[src/rtl/tap_unpacker.sv]
// rtl/tap_unpacker.sv - unpacks a packed coefficient word into a ready/valid stream of single taps
module tap_unpacker #(
    parameter int TAPW  = 16,
    parameter int NTAPS = 4,
    localparam int IDXW = (NTAPS > 1) ? $clog2(NTAPS) : 1
) (
    input  logic                  clk,
    input  logic                  reset,
    input  logic [TAPW*NTAPS-1:0] allTaps,
    input  logic [7:0]            tapnum,
    input  logic                  tapsValid,
    output logic [TAPW-1:0]       coefOut,
    output logic [IDXW-1:0]       coefIdx,
    output logic [7:0]            coefBank,
    output logic                  coefValid,
    input  logic                  coefReady,
    output logic                  busy,
    output logic                  done,
    output logic                  overrun
);

    typedef enum logic [1:0] {
        S_IDLE = 2'd0,
        S_SEND = 2'd1,
        S_DONE = 2'd2
    } state_t;

    state_t                  state;
    state_t                  state_nxt;
    logic [TAPW*NTAPS-1:0]   shadow;
    logic [7:0]              bank;
    logic [IDXW-1:0]         idx;
    logic                    over_q;
    logic [TAPW-1:0]         taps [NTAPS];
    logic                    xfer;
    logic                    last;

    for (genvar g = 0; g < NTAPS; g++) begin : g_taps
        assign taps[g] = shadow[TAPW*g +: TAPW];
    end

    assign xfer = (state == S_SEND) && coefReady;
    assign last = (idx == IDXW'(NTAPS - 1));

    always_ff @(posedge clk) begin
        if (reset) begin
            state <= S_IDLE;
        end else begin
            state <= state_nxt;
        end
    end

    always_comb begin
        state_nxt = state;
        case (state)
            S_IDLE:  if (tapsValid) state_nxt = S_SEND;
            S_SEND:  if (xfer && last) state_nxt = S_DONE;
            S_DONE:  state_nxt = S_IDLE;
            default: state_nxt = S_IDLE;
        endcase
    end

    // A strobe outside IDLE never touches the shadow copy; it only flags the loss.
    always_ff @(posedge clk) begin
        if (reset) begin
            shadow <= '0;
            bank   <= '0;
            idx    <= '0;
            over_q <= 1'b0;
        end else begin
            if (state == S_IDLE && tapsValid) begin
                shadow <= allTaps;
                bank   <= tapnum;
                idx    <= '0;
                over_q <= 1'b0;
            end else if (tapsValid) begin
                over_q <= 1'b1;
            end
            if (xfer && !last) begin
                idx <= idx + 1'b1;
            end
        end
    end

    always_comb begin
        coefValid = (state == S_SEND);
        busy      = (state == S_SEND);
        done      = (state == S_DONE);
        coefOut   = taps[idx];
        coefIdx   = idx;
        coefBank  = bank;
        overrun   = over_q;
    end

endmodule

[config.mk]
export PLATFORM = sky130hd
export DESIGN_NAME = tap_unpacker
export DESIGN_NICKNAME = d
export VERILOG_FILES = /design/src/rtl/tap_unpacker.sv
export SDC_FILE = /design/constraint.sdc
export NUM_CORES = 1
export LEC_CHECK = 0
export ABC_AREA = 1
export BUFFER_PORTS_ARGS = -buffer_cell sky130_fd_sc_hd__buf_4
export CORE_ASPECT_RATIO = 1.25
export CORE_MARGIN = 5
export CORE_UTILIZATION = 45
export DETAILED_ROUTE_END_ITERATION = 10
export PLACE_DENSITY = 0.71
export SETUP_SLACK_MARGIN = 0.1
export SLEW_MARGIN = 20
export SYNTH_ARGS = -nofsm -noshare
export SYNTH_HDL_FRONTEND = slang
export SYNTH_SLANG_ARGS = --single-unit
[constraint.sdc]
create_clock -name clk -period 1.14 [get_ports clk]
set_input_delay 0.342 -clock clk [delete_from_list [all_inputs] [get_ports clk]]
set_output_delay 0.342 -clock clk [all_outputs]
set_load 0.02 [all_outputs]
==> qor.txt <==
WS Path Type: flip-flop to output port
CP Launch Type: flip-flop
First drt pass iteration count: 6
CTS Buf Count: 9
Final ANT Viol Nets: 0
Core Area: 0.00698 mm²
Cells after Synth: 430
FMAX: 565 MHz
Clock Latency Late Sink: 0.36 ns
Multi-input gate area: 0.00196 mm²
Max FO, Critical Path: 6
Max IR drop VDD: 0.00104 V
Fin cells: 664
IO Count: 106
Netlist Area Pre-Place: 0.00324 mm²
Worst Skew: 0.0110 ns
Die H: 105 µm
Crit. End Element: output port
Post-synth top flop: dfxtp_1
Final WS setup: -0.629 ns
CTS root buf: clkbuf_8
Clk buf depth: 2
Synth Register Bits: 77
Async S/R FF share, synth: 0
Top cells by count, synth: 77 x dfxtp_1, 77 x nand3_1, 76 x inv_1
Register area: 0.00157 mm²
WL final: 14.5 mm
Average cell area after synthesis: 7.54 µm²
Placed Cells: 613
Final period util: 1.55
Synth top area cells: dfxtp_1 48%, nand3_1 12%, inv_1 8.8%
Setup-failing EPs final: 107
Crit-path leading delay family: flip-flops
Hold Buf Count CTS: 0
Final Util: 0.850
Reg2Reg Depth: 8
Global-route wire length before repair: 20.0 mm
NumNets Final: 647
Crit path largest cell delay: 0.41 ns
Synth cell types: 21
Max cap viols: 0
GR Overflow Total: 0
Wire length per cell: 21.8 µm
CP Buf/Inv Count: 3
Largest net degree at the start of global routing: 43
Final Wtd Congestion: 0.852
Number of enable flip-flop cells after synthesis: 0
Number of port buffers: 105
DRC errors left: 0
Syn nets: 507
Cell Rows: 34
H-tree depth: 3
Sequential area share after synthesis: 0.475
Critical path cell sequence: inv_4 -> buf_4 -> nor2_1 -> o22ai_2 -> buf_6
Iteration-0 DRC Markers: 521
Total power: 7460 µW
WHS Path Cells: 3
Slew @ Worst Pin: 0.273 ns
Unrepaired setup endpoints after global routing: true
Clock period minus worst slack: 1.77 ns
PD cells: 1260 mW/mm²
Worst endpoint required time: 0.80 ns
FILL cells: 343
Final hold slack: 0.214 ns
Status: finished with violations
Final number of max-transition violations: 0
Initial Util: 0.465
Vias per cell: 5.85
Slowest cell on crit path: dfxtp_4
Crit. path cell count: 5
Hpwl dp: 6.64 mm
Vias in the first global route: 3811
Initial antenna violation count: 0
Leak Pwr: 0.00273 µW
Ys Warns: 0
CTS Sinks: 77
Worst min-delay path class: input pin to flip-flop
Area leader, netlist: dfxtp_1
Die X-Extent: 85.9 µm
Layout cells sized above 1: 0.580
Final Hold Vio Count: 0
Relative slew slack: 0.818
Top-area cell type share of the netlist area: 0.475
Die ar.: 0.00901 mm²
Clock slew seen by the registers of the worst setup and hold paths: 0.09 ns
Failing checks: negative setup slack
Antenna Cells: 0
Synth-to-layout area growth: 82.9%
Via count: 3884
TritonCTS clock tree: built
Critical path data arrival time: 1.43 ns
Final setup TNS: -26.83 ns
Gr usage total: 0.286
[placed cells by master (no fill, tap or decap), types with 4 or more instances in the layout]
cell / n
buf_12: 15
buf_16: 10
buf_4: 95
buf_6: 35
clkbuf_8: 10
dfxtp_1: 64
dfxtp_2: 10
inv_1: 73
nand3_1: 47
nand3_2: 22
nand3_4: 9
nor2_1: 27
nor2_2: 5
nor2_4: 4
o21ai_1: 22
o21ai_2: 75
o21ai_4: 7
o22ai_2: 16
[routing by layer]
metal	vias up	wire, µm	GRT usage	part of all wire
met5	-	0	0	0
met4	0	622	0.141	0.043
met3	64	1160	0.0496	0.080
met2	271	7550	0.488	0.52
met1	1845	5140	0.340	0.36
li1	1704	-	-	-
[area by class of cell]
type	instances	share of cell area
Clock inverter	4	0.0120
Clock buffer	11	0.0238
Timing Repair Buffer	160	0.300
Multi-Input combinational cell	244	0.331
Inverter	78	0.0502
Tap cell	90	0.0190
Sequential cell	77	0.264
[stage by stage]
stage / worst slack, ns / area (µm²)
finish: -0.629 / 5930
global route: -0.663 / 5930
CTS: -0.571 / 5700
detailed placement: -0.245 / 4330
global placement: -0.208 / 4330
floorplan: -0.129 / 3440
[tightest hold or removal path, stage by stage]
cell,delay (ns)
buf_4,0.08
inv_1,0.04
o21ai_2,0.09
[path summary, 6_finish.rpt]
check                            startpoint         end  slack, ns
worst min register to register   shadow[47]  shadow[47]       0.48
worst max-delay path             coefIdx[0]  coefOut[5]      -0.63
worst min-delay path            allTaps[41]  shadow[41]       0.21
worst max register to register     state[1]  shadow[24]      -0.31
[sequential cells by signal, indices dropped and copies added (netlist names)]
signal / flops
coefIdx: 2
state: 2
overrun: 1
shadow: 64
coefBank: 8
[where the power goes]
| group | switching, µW | internal, µW | leakage [µW] | total, µW |
|---|---|---|---|---|
| Combinational | 1020 | 1020 | 0.00198 | 2040 |
| Sequential | 192 | 2880 | 0.000638 | 3080 |
| Clock | 1060 | 1280 | 0.000110 | 2340 |
[cell families (layout without fill, tap and decap cells)]
| kind of cell | Yosys count | count (layout) | synth area share |
|---|---|---|---|
| DFF | 77 | 77 | 0.475 |
| and+or+nand+nor | 119 | 120 | 0.176 |
| AOI/OAI and AO/OA | 123 | 123 | 0.198 |
| buffers and inverters | 110 | 253 | 0.147 |
| adders and majority gates | 1 | 1 | 0.00386 |
[what timing repair did]
item | 4_1_cts | 5_1_grt
cloned | 17 | 2
setup buffers | 18 | 9
setup endpoints to repair | 107 | 107
gates resized for setup | 171 | 72
pin swaps | 9 | 15
Note: power is estimated with default switching activity, not from simulation.
